[src/rtl/planificador_texto_pkg.sv]
// Shared definitions for the LCD text path: FSM states, control codes and glyph geometry.
package pantalla_pkg;

    typedef enum logic [2:0] {
        ST_IDLE,
        ST_FETCH,
        ST_DECODE,
        ST_STROBE,
        ST_WAIT,
        ST_ADVANCE
    } estado_t;

    localparam logic [6:0] CH_LF    = 7'h0A;
    localparam logic [6:0] CH_CR    = 7'h0D;
    localparam logic [6:0] CH_FF    = 7'h0C;
    localparam logic [6:0] CH_SPACE = 7'h20;
    localparam logic [6:0] CH_TILDE = 7'h7E;

    localparam int GLYPH_W  = 6;
    localparam int GLYPH_H  = 8;
    localparam int COLS_DEF = 21;
    localparam int ROWS_DEF = 8;

    function automatic logic es_imprimible(input logic [6:0] c);
        return (c >= CH_SPACE) && (c <= CH_TILDE);
    endfunction

endpackage

[src/rtl/planificador_texto_fifo.sv]
// Synchronous character FIFO; pointers carry one extra wrap bit to tell full from empty.
module fifo_caracteres #(
    parameter int DEPTH = 16,
    parameter int W     = 7
) (
    input  logic         clk,
    input  logic         rst,
    input  logic         push,
    input  logic         pop,
    input  logic [W-1:0] din,
    output logic [W-1:0] dout,
    output logic         full,
    output logic         empty
);

    localparam int AW = $clog2(DEPTH);

    logic [W-1:0] mem [DEPTH];
    logic [AW:0]  wr_ptr_q, wr_ptr_d;
    logic [AW:0]  rd_ptr_q, rd_ptr_d;
    logic         push_ok;
    logic         pop_ok;

    assign full    = (wr_ptr_q[AW] != rd_ptr_q[AW]) && (wr_ptr_q[AW-1:0] == rd_ptr_q[AW-1:0]);
    assign empty   = (wr_ptr_q == rd_ptr_q);
    assign push_ok = push && !full;
    assign pop_ok  = pop && !empty;
    assign dout    = mem[rd_ptr_q[AW-1:0]];

    always_comb begin
        wr_ptr_d = wr_ptr_q;
        rd_ptr_d = rd_ptr_q;
        if (push_ok) wr_ptr_d = wr_ptr_q + 1'b1;
        if (pop_ok)  rd_ptr_d = rd_ptr_q + 1'b1;
    end

    always_ff @(posedge clk) begin
        if (push_ok) mem[wr_ptr_q[AW-1:0]] <= din;
    end

    always_ff @(posedge clk) begin
        if (rst) begin
            wr_ptr_q <= '0;
            rd_ptr_q <= '0;
        end else begin
            wr_ptr_q <= wr_ptr_d;
            rd_ptr_q <= rd_ptr_d;
        end
    end

endmodule

[src/rtl/planificador_texto.sv]
// Text scheduler: FIFO-fed FSM that drives the glyph painter one character at a time.
// Define PLANIFICADOR_CLEAR_EN to make form feed (0x0C) paint spaces over the whole screen.
module planificador_texto
    import pantalla_pkg::*;
#(
    parameter int FIFO_DEPTH   = 16,
    parameter int GLYPH_CYCLES = 110,
    parameter int COLS         = COLS_DEF,
    parameter int ROWS         = ROWS_DEF
) (
    input  logic       clk,
    input  logic       rst,
    input  logic       push,
    input  logic [6:0] char_in,
    output logic       full,
    output logic       empty,
    output logic       overflow,
    output logic       idle,
    output logic       wr,
    output logic [6:0] posx,
    output logic [5:0] posy,
    output logic [6:0] caracter
);

    localparam int CW = $clog2(COLS);
    localparam int RW = $clog2(ROWS);
    localparam int KW = $clog2(GLYPH_CYCLES);
    localparam logic [CW-1:0] COL_MAX   = CW'(COLS - 1);
    localparam logic [RW-1:0] ROW_MAX   = RW'(ROWS - 1);
    localparam logic [KW-1:0] WAIT_LOAD = KW'(GLYPH_CYCLES - 1);

    estado_t       state_q, state_d;
    logic [CW-1:0] col_q, col_d, col_nx;
    logic [RW-1:0] row_q, row_d, row_nx, row_inc;
    logic [KW-1:0] cnt_q, cnt_d;
    logic [6:0]    cur_char_q, cur_char_d;
    logic [6:0]    posx_q, posx_d;
    logic [5:0]    posy_q, posy_d;
    logic [6:0]    caracter_q, caracter_d;
    logic          overflow_q, overflow_d;
    logic          pop;
    logic [6:0]    fifo_dout;
`ifdef PLANIFICADOR_CLEAR_EN
    logic          clear_q, clear_d;
`endif

    function automatic logic [6:0] pos_x(input logic [CW-1:0] c);
        return 7'(32'(c) * GLYPH_W);
    endfunction

    function automatic logic [5:0] pos_y(input logic [RW-1:0] r);
        return 6'(32'(r) * GLYPH_H);
    endfunction

    fifo_caracteres #(
        .DEPTH (FIFO_DEPTH),
        .W     (7)
    ) u_fifo (
        .clk   (clk),
        .rst   (rst),
        .push  (push),
        .pop   (pop),
        .din   (char_in),
        .dout  (fifo_dout),
        .full  (full),
        .empty (empty)
    );

    // Cursor step used by ADVANCE: wrap column, then row, with no scrolling.
    assign row_inc = (row_q == ROW_MAX) ? '0 : row_q + 1'b1;
    assign col_nx  = (col_q == COL_MAX) ? '0 : col_q + 1'b1;
    assign row_nx  = (col_q == COL_MAX) ? row_inc : row_q;

    assign overflow_d = overflow_q | (push & full);

    always_comb begin
        state_d    = state_q;
        col_d      = col_q;
        row_d      = row_q;
        cnt_d      = cnt_q;
        cur_char_d = cur_char_q;
        posx_d     = posx_q;
        posy_d     = posy_q;
        caracter_d = caracter_q;
        pop        = 1'b0;
`ifdef PLANIFICADOR_CLEAR_EN
        clear_d    = clear_q;
`endif
        case (state_q)
            ST_IDLE: begin
                if (!empty) state_d = ST_FETCH;
            end
            ST_FETCH: begin
                pop        = 1'b1;
                cur_char_d = fifo_dout;
                state_d    = ST_DECODE;
            end
            ST_DECODE: begin
                if (es_imprimible(cur_char_q)) begin
                    caracter_d = cur_char_q;
                    posx_d     = pos_x(col_q);
                    posy_d     = pos_y(row_q);
                    state_d    = ST_STROBE;
                end else if (cur_char_q == CH_LF) begin
                    col_d   = '0;
                    row_d   = row_inc;
                    state_d = ST_IDLE;
                end else if (cur_char_q == CH_CR) begin
                    col_d   = '0;
                    state_d = ST_IDLE;
                end
`ifdef PLANIFICADOR_CLEAR_EN
                else if (cur_char_q == CH_FF) begin
                    clear_d    = 1'b1;
                    col_d      = '0;
                    row_d      = '0;
                    caracter_d = CH_SPACE;
                    posx_d     = '0;
                    posy_d     = '0;
                    state_d    = ST_STROBE;
                end
`endif
                else begin
                    state_d = ST_IDLE;
                end
            end
            ST_STROBE: begin
                cnt_d   = WAIT_LOAD;
                state_d = ST_WAIT;
            end
            ST_WAIT: begin
                if (cnt_q == '0) state_d = ST_ADVANCE;
                else             cnt_d   = cnt_q - 1'b1;
            end
            ST_ADVANCE: begin
`ifdef PLANIFICADOR_CLEAR_EN
                if (clear_q) begin
                    // The clear walks the cursor across the screen and leaves it at home.
                    if (col_q == COL_MAX && row_q == ROW_MAX) begin
                        clear_d = 1'b0;
                        col_d   = '0;
                        row_d   = '0;
                        state_d = ST_IDLE;
                    end else begin
                        col_d   = col_nx;
                        row_d   = row_nx;
                        posx_d  = pos_x(col_nx);
                        posy_d  = pos_y(row_nx);
                        state_d = ST_STROBE;
                    end
                end else begin
                    col_d   = col_nx;
                    row_d   = row_nx;
                    state_d = empty ? ST_IDLE : ST_FETCH;
                end
`else
                col_d   = col_nx;
                row_d   = row_nx;
                state_d = empty ? ST_IDLE : ST_FETCH;
`endif
            end
            default: state_d = ST_IDLE;
        endcase
    end

    always_ff @(posedge clk) begin
        if (rst) begin
            state_q    <= ST_IDLE;
            col_q      <= '0;
            row_q      <= '0;
            cnt_q      <= '0;
            cur_char_q <= '0;
            posx_q     <= '0;
            posy_q     <= '0;
            caracter_q <= '0;
            overflow_q <= 1'b0;
`ifdef PLANIFICADOR_CLEAR_EN
            clear_q    <= 1'b0;
`endif
        end else begin
            state_q    <= state_d;
            col_q      <= col_d;
            row_q      <= row_d;
            cnt_q      <= cnt_d;
            cur_char_q <= cur_char_d;
            posx_q     <= posx_d;
            posy_q     <= posy_d;
            caracter_q <= caracter_d;
            overflow_q <= overflow_d;
`ifdef PLANIFICADOR_CLEAR_EN
            clear_q    <= clear_d;
`endif
        end
    end

    // wr decodes straight from the state register so reset removes it on the same edge.
    assign wr       = (state_q == ST_STROBE);
    assign idle     = (state_q == ST_IDLE) && empty;
    assign overflow = overflow_q;
    assign posx     = posx_q;
    assign posy     = posy_q;
    assign caracter = caracter_q;

endmodule

[config.mk]
export PLATFORM = sky130hd
export DESIGN_NAME = planificador_texto
export DESIGN_NICKNAME = d
export VERILOG_FILES = /design/src/rtl/planificador_texto_pkg.sv /design/src/rtl/planificador_texto_fifo.sv /design/src/rtl/planificador_texto.sv
export SDC_FILE = /design/constraint.sdc
export NUM_CORES = 1
export LEC_CHECK = 0
export CORE_MARGIN = 10
export CORE_UTILIZATION = 35
export CTS_CLUSTER_DIAMETER = 200
export CTS_CLUSTER_SIZE = 14
export DETAILED_ROUTE_END_ITERATION = 8
export SLEW_MARGIN = 30
export SYNTH_ARGS = -nofsm -noshare
export SYNTH_HDL_FRONTEND = slang
export SYNTH_HIERARCHICAL = 1
export SYNTH_SLANG_ARGS = --single-unit
[constraint.sdc]
create_clock -name clk -period 2.71 [get_ports clk]
set_clock_uncertainty 0.05 [all_clocks]
set_input_delay 0.542 -clock clk [delete_from_list [all_inputs] [get_ports clk]]
set_output_delay 0.542 -clock clk [all_outputs]
set_load 0.03 [all_outputs]
==> reports/results.env, run 1 <==
ROUTED_LENGTH_PER_PLACED_INSTANCE_UM=19.3
FINAL.HOLD.WORST_SLACK_PS=420
LAYOUTNONFILLERINSTCOUNT=798
SYNTH_AREA_PER_CELL_UM2=15.1
FMAX_MHz=387
PLACE.GP.CONGESTION=0.829
WIRE_LENGTH_OF_THE_FIRST_GLOBAL_ROUTING_PASS_MM=24.3
INITIAL_CORE_UTIL_PCT=35.6
GRT_ANTENNA_BEFORE_REPAIR=0
NUMBER_OF_ENABLE_TYPE_REGISTER_CELLS_IN_THE_SYNTHESIZED_NETLIST=112
TIMING.FINAL.SETUP_VIOLATIONS=0
CP_MAX_FO=5
FINISH.INSTANCE_AREA_MM2=0.00841
DIE_H_UM=164
FINAL_ANTENNA_NET_COUNT=0
COREAREA_MM2=0.0202
MAX_SLEW_MARGIN_PCT=53.5
FINAL_PERIOD_MINUS_WORST_SETUP_SLACK_PS=2590
SYNTH-SEQ-CELLS=168
SYNTHTOLAYOUTAREAGROWTH_PCT=16.6
PLACEMENTROWS=52
ASYNCSETRESETFLOPFRACSYNTH_PCT=0
STATIC-LEAKAGE-POWER_nW=2.83
PART_OF_THE_YOSYS_AREA_USED_FOR_SEQUENTIAL_ELEMENTS_PCT=62.2
VDD_IR_DROP_MAX_uV=467
SYNTH.CELL_AREA_MM2=0.00721
WORST_R2R_STARTPOINT='u_fifo/wr_ptr_q[2]'
RR_ENDPOINT='u_fifo/mem[9][6]'
WORST-R2R-CELL-COUNT=4
SLEW_VIOL_FINAL=0
CRITICALPATHCATEGORY='reg -> out'
MIN_DELAY_PATH_DEPTH=2
SETUP.WORST_PATH.START_CLASS='flop'
CTS_BUFS_INSERTED=17
DESIGN.DIE.AREA_MM2=0.0267
TOTAL_AREA_OF_MULTI_INPUT_COMBINATIONAL_CELLS_MM2=0.00256
CP.ARRIVAL_PS=1990
DRTPASS1ITERATIONS=4
NUM_ANTENNA_CELLS=0
GR-TOTAL-OVERFLOW=0
FINAL_HOLD_VIO_COUNT=0
CLOCK_TREE.ROOT_CELL='sky130_fd_sc_hd__clkbuf_16'
SYNTHCELLS=478
GRT_USE_TOTAL_PCT=11.7
PLACEDINSTANCEAREA_MM2=0.00777
POWER_DENSITY_mW_PER_MM2=722
WORSTSETUPSTARTPOINT='u_fifo/wr_ptr_q[1]'
REMAINING_DRC_ERRORS=0
FF2FF_SETUP_SLACK_PS=580
WORSTSETUPENDPOINT='idle'
CLK_TRANSITION_REPORTED_PATHS_PS=70
CLOCK_SINKS=168
WORST-ENDPOINT-REQUIRED_PS=2120
LAYOUT_COMMONEST_CELL='sky130_fd_sc_hd__edfxtp_1'
DETAIL_ROUTE.ITER0.VIOLATIONS=379
SHARE_OF_FINAL_LAYOUT_STANDARD_CELLS_STRONGER_THAN_DRIVE_STRENGTH_1_PCT=15.2
DESIGN.PORTCOUNT=35
DETAILROUTE.VIA_COUNT=4130
DRT-TOTAL-WL_MM=15.4
FINAL_CELL_MIX='sky130_fd_sc_hd__edfxtp_1, sky130_fd_sc_hd__dfxtp_1, sky130_fd_sc_hd__nor2_1, sky130_fd_sc_hd__nand2_1'
MAXIMUM_NUMBER_OF_PINS_ON_ONE_NET_BEFORE_GLOBAL_ROUTE_REPAIR=29
PORTBUFFERS=30
FILLCELLCOUNT=1819
PLACED_CELLS_INCL_TAPS=766
GRT_PASS1_VIAS=4310
WORST_SETUP_PATH_END_KIND='output pin'
P_TOTAL_mW=6.07
FINALCRITPERIODSHARE_PCT=95.4
SEQ_AREA_MM2=0.00449
CLOCK_TREE_FROM_TRITONCTS='built'
SYNTH.YOSYS.WARNINGS=6
DPL.HPWL_MM=10.6
TIMING_WORST_SLEW_PIN_VALUE_PS=696
VIAS_PER_CELL=5.18
DIE_W_UM=164
CLK-INSERTION-DELAY-LATE_PS=430
YS.FLOP_TYPE='sky130_fd_sc_hd__edfxtp_1'
CTSLONGESTPATHBUFFERS=2
RUN_STATUS='finished clean'
FIN_NETS=541
COUNT_OF_UNIQUE_LIBRARY_CELLS_INSTANTIATED_BY_YOSYS=59
CTS-HTREE-LEVELS=4
MIN-DELAY-PATH-CLASS='reg -> reg'
MAXCAPVIOLATIONS=0
registers in the layout (all words and copies together), names as in the netlist, named ones only:
name             count
overflow             1
row_q                3
cur_char_q           7
u_fifo/mem         112
state_q              3
u_fifo/wr_ptr_q      5
posy                 3
posx                 6
u_fifo/rd_ptr_q      5
col_q                5
cnt_q                7
caracter             7
cell type report:
| type | count | area share [%] |
|---|---|---|
| flip-flops and latches | 168 | 53.4 |
| clock buffers | 17 | 5.06 |
| repair buffers | 37 | 4.21 |
| multi-input cells | 277 | 30.5 |
| clock inverters | 15 | 2.20 |
| inverters | 14 | 0.625 |
| well taps | 270 | 4.02 |
Yosys cell counts, types with 7 or more instances:
master	count	area, um2
sky130_fd_sc_hd__ha_1	15	188
sky130_fd_sc_hd__nand3_1	8	40.0
sky130_fd_sc_hd__and3_1	17	106
sky130_fd_sc_hd__dfxtp_1	56	1120
sky130_fd_sc_hd__a21oi_1	25	125
sky130_fd_sc_hd__edfxtp_1	112	3360
sky130_fd_sc_hd__nor2_1	33	124
sky130_fd_sc_hd__nand2_1	29	109
sky130_fd_sc_hd__xnor2_1	7	61.3
sky130_fd_sc_hd__mux4_2	16	360
sky130_fd_sc_hd__inv_1	12	45.0
sky130_fd_sc_hd__mux4_1	19	499
sky130_fd_sc_hd__mux2i_1	16	160
sky130_fd_sc_hd__mux2_2	7	78.8
sky130_fd_sc_hd__nand4_1	9	56.3
how the worst min path moves through the flow:
| stage | start | endpoint |
|---|---|---|
| floorplan | row_q[1] | row_q[1] |
| global placement | overflow | overflow |
| detailed placement | posx[5] | posx[5] |
| CTS | posx[5] | posx[5] |
| global route | caracter[5] | caracter[5] |
| finish | posx[5] | posx[5] |
through the flow:
stage	setup TNS, ps	utilization (%)	worst slack, ps
after detailed placement	0	38.4	350
after global placement	0	38.4	403
after CTS	0	41.5	7.78
after floorplan	0	-	151
after global routing	-20.5	41.5	-20.5
final	0	41.5	124
layer usage:
metal / track usage (%) / wire [um]
met2: 18.8 / 7510
met4: 3.82 / 117
met5: 0 / 0
met3: 2.52 / 1020
met1: 15.5 / 6800
cell families after synthesis:
kind of cell	synth area share, %
XOR/XNOR	1.58
multiplexers	15.4
AO/OA/AOI/OAI	6.37
other	0.0520
flip-flops	62.2
adder cells (fa/ha/maj)	2.88
AND/OR/NAND/NOR	8.75
buffers and inverters	2.76
power by group:
part	total, mW	internal, mW	switching [mW]
clock	2.43	1.32	1.10
combinational	0.744	0.326	0.418
sequential	2.90	2.81	0.0922
total	6.07	4.46	1.61
critical path, stage by stage (launching register included):
cell	delay, ps
sky130_fd_sc_hd__dfxtp_1	430
sky130_fd_sc_hd__xnor2_1	160
sky130_fd_sc_hd__nand4_1	190
sky130_fd_sc_hd__nor2_2	160
sky130_fd_sc_hd__buf_4	140
sky130_fd_sc_hd__nor4b_4	260
sky130_fd_sc_hd__buf_4	220
timing repair:
item                                    CTS  global route
hold buffers                              0             0
setup buffers                             0             0
endpoints found under the setup margin    4             1
cloned                                    0             0
gates resized for setup                   4             6
Power figures use the tool's default switching activity.
==> inputs of run 2 (changes only) <==
--- a/config.mk
+++ b/config.mk
@@ -6,7 +6,7 @@
 export NUM_CORES = 1
 export LEC_CHECK = 0
 export CORE_MARGIN = 10
-export CORE_UTILIZATION = 35
+export CORE_UTILIZATION = 45
 export CTS_CLUSTER_DIAMETER = 200
 export CTS_CLUSTER_SIZE = 14
 export DETAILED_ROUTE_END_ITERATION = 8
==> reports/results.env, run 2 (synthesized netlist as in run 1, its figures left out) <==
DESIGN.DIE.AREA_MM2=0.0215
WORST-ENDPOINT-REQUIRED_PS=2120
SHARE_OF_FINAL_LAYOUT_STANDARD_CELLS_STRONGER_THAN_DRIVE_STRENGTH_1_PCT=15.8
TIMING.FINAL.SETUP_VIOLATIONS=0
FIN_SETUP_TNS_PS=0
DRTPASS1ITERATIONS=5
DESIGN.PORTCOUNT=35
CLK_TRANSITION_REPORTED_PATHS_PS=70
DETAILROUTE.VIA_COUNT=4122
COREAREA_MM2=0.0158
MAXCAPVIOLATIONS=0
CLOCK_SINKS=168
INITIAL_CORE_UTIL_PCT=45.7
FF2FF_SETUP_SLACK_PS=570
FINAL_ANTENNA_NET_COUNT=0
FINALCRITPERIODSHARE_PCT=95.7
ENDPOINT_OF_THE_WORST_HOLD_PATH='caracter[5]'
REMAINING_DRC_ERRORS=0
PLACEMENTROWS=46
NUM_ANTENNA_CELLS=0
FINAL_HOLD_VIO_COUNT=0
PORTBUFFERS=30
CLOCK_TREE.ROOT_CELL='sky130_fd_sc_hd__clkbuf_16'
VIAS_PER_CELL=5.51
SEQ_AREA_MM2=0.00449
CP.ARRIVAL_PS=2000
DRT-TOTAL-WL_MM=14.9
MAX_SLEW_MARGIN_PCT=56.3
SETUP.WORST_PATH.START_CLASS='flop'
TOTAL_AREA_OF_MULTI_INPUT_COMBINATIONAL_CELLS_MM2=0.00254
HOLD_BUFFERS=0
VDD_IR_DROP_MAX_uV=485
RSZ0062_AT_GRT='false'
LAYOUTNONFILLERINSTCOUNT=748
ROUTED_LENGTH_PER_PLACED_INSTANCE_UM=19.9
WORST-R2R-CELL-COUNT=4
MIN-DELAY-PATH-CLASS='reg -> reg'
POWER_DENSITY_mW_PER_MM2=724
MIN_DELAY_PATH_DEPTH=2
PLACED_CELLS_INCL_TAPS=714
GRT_USE_TOTAL_PCT=14.2
CTS_BUFS_INSERTED=17
FINAL_PERIOD_MINUS_WORST_SETUP_SLACK_PS=2590
CTS-HTREE-LEVELS=4
FILLCELLCOUNT=1350
LARGEST_REGISTER_FF_COUNT=112
DIE_H_UM=147
WORST_R2R_STARTPOINT='u_fifo/wr_ptr_q[2]'
FIN_NETS=545
STATIC-LEAKAGE-POWER_nW=2.84
RUN_STATUS='finished clean'
FMAX_MHz=386
GRT_PASS1_VIAS=3977
LAYOUT_COMMONEST_CELL='sky130_fd_sc_hd__edfxtp_1'
CLK-INSERTION-DELAY-LATE_PS=430
FINAL_CELL_MIX='sky130_fd_sc_hd__edfxtp_1, sky130_fd_sc_hd__dfxtp_1, sky130_fd_sc_hd__nor2_1, sky130_fd_sc_hd__nand2_1'
SYNTHTOLAYOUTAREAGROWTH_PCT=15.5
DPL.HPWL_MM=10.2
WORST_SETUP_PATH_END_KIND='output pin'
CLOCK_TREE_FROM_TRITONCTS='built'
DIE_W_UM=147
GRT_ANTENNA_BEFORE_REPAIR=0
SLEW_VIOL_FINAL=0
DETAIL_ROUTE.ITER0.VIOLATIONS=301
RR_ENDPOINT='u_fifo/mem[11][2]'
CP_MAX_FO=5
TIMING_WORST_SLEW_PIN_VALUE_PS=653
GR-TOTAL-OVERFLOW=0
WIRE_LENGTH_OF_THE_FIRST_GLOBAL_ROUTING_PASS_MM=23.3
CRITICALPATHCATEGORY='reg -> out'
MAXIMUM_NUMBER_OF_PINS_ON_ONE_NET_BEFORE_GLOBAL_ROUTE_REPAIR=29
MIN-DELAY-START='caracter[5]'
CTSLONGESTPATHBUFFERS=2
PLACE.GP.CONGESTION=0.790
run 2: cell types whose count changed in the layout (fill, tap and decap cells not counted), sizes merged:
cell      delta
buf          +4
inv          +4
clkinv       -2
clkinvlp     -2
run 2: worst max path at each step:
stage | startpoint | end | slack (ps) | cells past startpoint
5_1_grt | u_fifo/rd_ptr_q[0] | idle | 5 | 6
3_5_place_dp | u_fifo/wr_ptr_q[2] | empty | 320 | 4
6_report | u_fifo/rd_ptr_q[0] | idle | 120 | 6
4_1_cts | u_fifo/rd_ptr_q[2] | idle | 10 | 6
3_3_place_gp | u_fifo/rd_ptr_q[4] | empty | 370 | 3
2_1_floorplan | u_fifo/wr_ptr_q[2] | idle | 150 | 4
run 2: where the power goes:
| part | switching [mW] | leakage, nW | internal (mW) | total, mW |
|---|---|---|---|---|
| sequential | 0.0897 | 1.47 | 2.81 | 2.90 |
| clock | 1.05 | 0.290 | 1.30 | 2.36 |
| combinational | 0.429 | 1.08 | 0.340 | 0.769 |
run 2: final cells by class:
cell class | instances | share of cell area, %
Sequential cell | 168 | 53.9
Multi-Input combinational cell | 277 | 30.6
Inverter | 14 | 0.631
Tap cell | 216 | 3.25
Clock buffer | 17 | 5.11
Timing Repair Buffer | 41 | 4.61
Clock inverter | 15 | 1.88
run 2: critical path, stage by stage (launching register included):
cell                      delay [ps]
sky130_fd_sc_hd__dfxtp_1         420
sky130_fd_sc_hd__xnor2_1         160
sky130_fd_sc_hd__nand4_1         180
sky130_fd_sc_hd__nor2_2          180
sky130_fd_sc_hd__buf_4           160
sky130_fd_sc_hd__nor4b_2         250
sky130_fd_sc_hd__buf_4           220
run 2: layer usage:
metal / global-route usage, % / routed length (um)
met1: 17.9 / 6560
met2: 23.2 / 7510
met3: 4.02 / 617
met4: 4.50 / 177
met5: 0 / 0
run 2: what timing repair did:
| action | CTS | global route |
|---|---|---|
| setup endpoints to repair | 4 | 1 |
| resized for setup | 5 | 4 |
| hold endpoints to repair | 0 | 0 |
| pin swaps | 0 | 2 |
| buffers inserted | 0 | 2 |
run 2: through the flow:
step | power [mW] | area, um2 | util (%) | setup WS, ps | hold WS (ps)
after CTS | 6.07 | 8300 | 52.7 | 14.3 | 421
after floorplan | 3.48 | 7230 | - | 151 | 401
final | 6.03 | 8320 | 52.8 | 117 | 415
after global routing | 6.27 | 8320 | 52.8 | 5.09 | 459
after detailed placement | 3.72 | 7720 | 49.0 | 315 | 412
after global placement | 3.70 | 7720 | 49.0 | 368 | 408
==> inputs of run 3 (changes only) <==
--- a/config.mk
+++ b/config.mk
@@ -5,8 +5,9 @@
 export SDC_FILE = /design/constraint.sdc
 export NUM_CORES = 1
 export LEC_CHECK = 0
+export ABC_AREA = 1
 export CORE_MARGIN = 10
-export CORE_UTILIZATION = 45
+export CORE_UTILIZATION = 25
 export CTS_CLUSTER_DIAMETER = 200
 export CTS_CLUSTER_SIZE = 14
 export DETAILED_ROUTE_END_ITERATION = 8
==> reports/results.env, run 3 <==
RUN_STATUS='finished clean'
SHARE_OF_FINAL_LAYOUT_STANDARD_CELLS_STRONGER_THAN_DRIVE_STRENGTH_1_PCT=10.5
SYNTH.CELL_AREA_MM2=0.00747
YOSYSMOSTFREQUENTCELL='sky130_fd_sc_hd__nand2_1'
POST_CTS_BUFFERS=0
CTSLONGESTPATHBUFFERS=2
CTS_BUFS_INSERTED=17
CP.ARRIVAL_PS=1960
DIE_H_UM=193
SYNTH_COMPOUND_GATE_AREA_SHARE_PCT=11.8
SYNTH_SIMPLE_GATE_AREA_SHARE_PCT=16.5
TIMING_WORST_SLEW_PIN_VALUE_PS=727
DPL.HPWL_MM=11.2
DESIGN.DIE.AREA_MM2=0.0372
FIN_WS_PS=161
WIRE_LENGTH_OF_THE_FIRST_GLOBAL_ROUTING_PASS_MM=26.7
LARGEST_REGISTER_FF_COUNT=112
FINAL_HOLD_VIO_COUNT=0
SYNTH-XOR-AREA-SHARE_PCT=0.821
WORST_SETUP_PATH_END_KIND='output pin'
CLOCK_TREE.ROOT_CELL='sky130_fd_sc_hd__clkbuf_16'
SYNTH-SEQ-CELLS=168
RR_ENDPOINT='u_fifo/mem[6][2]'
CLOCK_SINKS=168
GR-TOTAL-OVERFLOW=0
NUM_ANTENNA_CELLS=0
ROUTED_LENGTH_PER_PLACED_INSTANCE_UM=13.7
FINISH.INSTANCE_AREA_MM2=0.00886
LAYOUT_COMMONEST_CELL='sky130_fd_sc_hd__nand2_1'
DETAILROUTE.VIA_COUNT=5220
CLK_TRANSITION_REPORTED_PATHS_PS=70
FINAL_UTIL_PCT=30.0
DIE_W_UM=193
SYNTH_TOP_CELL_AREA_SHARE_PCT=45.0
DOMINANT_COMBINATIONAL_CELL_FAMILY_BY_AREA_AFTER_SYNTHESIS='simple AND/OR/NAND/NOR gates'
SYNTH_COMMONEST_CELLS='sky130_fd_sc_hd__nand2_1, sky130_fd_sc_hd__edfxtp_1, sky130_fd_sc_hd__inv_1'
ENDPOINT_OF_THE_WORST_HOLD_PATH='caracter[6]'
POST_PLACEMENT_WORST_SETUP_SLACK_PS=286
REMAINING_DRC_ERRORS=0
WORST_R2R_STARTPOINT='u_fifo/wr_ptr_q[0]'
DESIGN.PORTCOUNT=35
NUMBER_OF_ENABLE_TYPE_REGISTER_CELLS_IN_THE_SYNTHESIZED_NETLIST=112
STATIC-LEAKAGE-POWER_nW=3.30
YOSYS-TOP-CELLS-AREA='sky130_fd_sc_hd__edfxtp_1, sky130_fd_sc_hd__dfxtp_1, sky130_fd_sc_hd__nand2_1, sky130_fd_sc_hd__inv_1, sky130_fd_sc_hd__a21oi_1'
MAXIMUM_NUMBER_OF_PINS_ON_ONE_NET_BEFORE_GLOBAL_ROUTE_REPAIR=57
GRT_USE_TOTAL_PCT=9.14
FIN_SETUP_TNS_PS=0
FILLCELLCOUNT=3058
SETUP.WORST_PATH.START_CLASS='flop'
TIMING.FINAL.SETUP_VIOLATIONS=0
INITIAL_CORE_UTIL_PCT=25.3
GRT_PASS1_VIAS=5007
WORSTSETUPSTARTPOINT='u_fifo/wr_ptr_q[0]'
YOSYSTOPAREACELL='sky130_fd_sc_hd__edfxtp_1'
PLACE.GP.CONGESTION=0.835
SYNTHTOLAYOUTAREAGROWTH_PCT=18.7
SYNTH_AREA_PER_CELL_UM2=9.79
SYNTH-ADDER-AREA-SHARE_PCT=2.78
SYNTHCELLS=763
FMAX_MHz=392
SYNTH.YOSYS.WARNINGS=6
FINAL_PERIOD_MINUS_WORST_SETUP_SLACK_PS=2550
MIN-DELAY-PATH-CLASS='reg -> reg'
CLK-INSERTION-DELAY-LATE_PS=420
COREAREA_MM2=0.0296
DETAIL_ROUTE.ITER0.VIOLATIONS=333
ASYNCSETRESETFLOPFRACSYNTH_PCT=0
VIAS_PER_CELL=4.33
PLACEDINSTANCEAREA_MM2=0.00827
FF2FF_SETUP_SLACK_PS=660
MAXCAPVIOLATIONS=0
MIN-DELAY-START='caracter[6]'
CP_MAX_FO=13
MAX_SLEW_MARGIN_PCT=51.4
SLEW_VIOL_FINAL=0
CRITICALPATHCATEGORY='reg -> out'
FINAL_ANTENNA_NET_COUNT=0
COUNT_OF_UNIQUE_LIBRARY_CELLS_INSTANTIATED_BY_YOSYS=37
PORTBUFFERS=30
VDD_IR_DROP_MAX_uV=358
CLOCK_TREE_FROM_TRITONCTS='built'
SYNTHMUXAREASHARE_PCT=0
WORST-R2R-CELL-COUNT=9
FINALCRITPERIODSHARE_PCT=94.1
WORST-ENDPOINT-REQUIRED_PS=2120
MIN_DELAY_PATH_DEPTH=2
PLACEMENTROWS=63
CTS-HTREE-LEVELS=4
YS.FLOP_TYPE='sky130_fd_sc_hd__edfxtp_1'
POWER_DENSITY_mW_PER_MM2=788
DRT-TOTAL-WL_MM=16.5
FIN_NETS=829
RSZ0062_AT_GRT='false'
PART_OF_THE_YOSYS_AREA_USED_FOR_SEQUENTIAL_ELEMENTS_PCT=60.0
GRT_ANTENNA_BEFORE_REPAIR=0
FINAL_CELL_MIX='sky130_fd_sc_hd__nand2_1, sky130_fd_sc_hd__edfxtp_1, sky130_fd_sc_hd__inv_1, sky130_fd_sc_hd__a21oi_1, sky130_fd_sc_hd__nand3_1'
DRTPASS1ITERATIONS=5
[run 3: changes by cell type after synthesis, moves of 39 or more]
cell,before,now
sky130_fd_sc_hd__nand3_1,8,69
sky130_fd_sc_hd__nand2_1,29,123
sky130_fd_sc_hd__o21ai_0,0,39
sky130_fd_sc_hd__inv_1,12,99
sky130_fd_sc_hd__a21oi_1,25,74
[run 3: power breakdown]
part	total [mW]	switching (mW)	internal (mW)
registers	3.02	0.143	2.88
clock network	2.42	1.04	1.38
logic	1.54	1.03	0.517
[run 3: how the worst max path moves through the flow]
stage          endpoint  slack [ps]  cells after the start
3_3_place_gp       idle         320                      9
3_5_place_dp       idle         290                      9
2_1_floorplan      idle         400                      9
6_report           full         160                      7
5_1_grt            full           2                      7
4_1_cts            idle         110                      9
[run 3: metrics by stage]
step	total power [mW]	hold WS [ps]	instances
after floorplan	4.21	389	766
after global placement	4.63	405	1174
after detailed placement	4.65	408	1174
after CTS	7.06	420	1206
after global routing	7.39	440	1206
final	6.99	417	1206
[run 3: kinds of logic after synthesis]
family / count (synthesis)
AOI/OAI and AO/OA: 155
buffers and inverters: 141
adders and majority gates: 16
DFF: 168
and+or+nand+nor: 275
xor gates and xnor gates: 7
other: 1
[run 3: what timing repair did]
item,CTS,global route
setup endpoints to repair,2,1
hold buffers,0,0
gates resized for setup,2,1
cloned,0,0
[run 3: per-layer routing]
metal	part of all wire [%]	track usage, %	wire length, um
met1	45	11.1	7450
met3	3.3	1.59	545
met4	1.7	3.94	273
met2	50	15.6	8210
met5	0	0	0
[run 3: worst max-delay path: stages (launching register included)]
cell and delay, ps:
sky130_fd_sc_hd__dfxtp_1 420, sky130_fd_sc_hd__inv_1 120, sky130_fd_sc_hd__nand2_1 70, sky130_fd_sc_hd__nand2_1 50
sky130_fd_sc_hd__nor2_2 150, sky130_fd_sc_hd__nand3_2 270, sky130_fd_sc_hd__inv_1 290, sky130_fd_sc_hd__buf_12 160
[run 3: cell type report]
class / count / area [um2] / area share, %
Clock buffer: 18 / 429 / 4.84
Clock inverter: 14 / 163 / 1.84
Inverter: 107 / 402 / 4.53
Multi-Input combinational cell: 457 / 2400 / 27.0
Sequential cell: 168 / 4490 / 50.6
Tap cell: 390 / 488 / 5.51
Timing Repair Buffer: 52 / 499 / 5.63
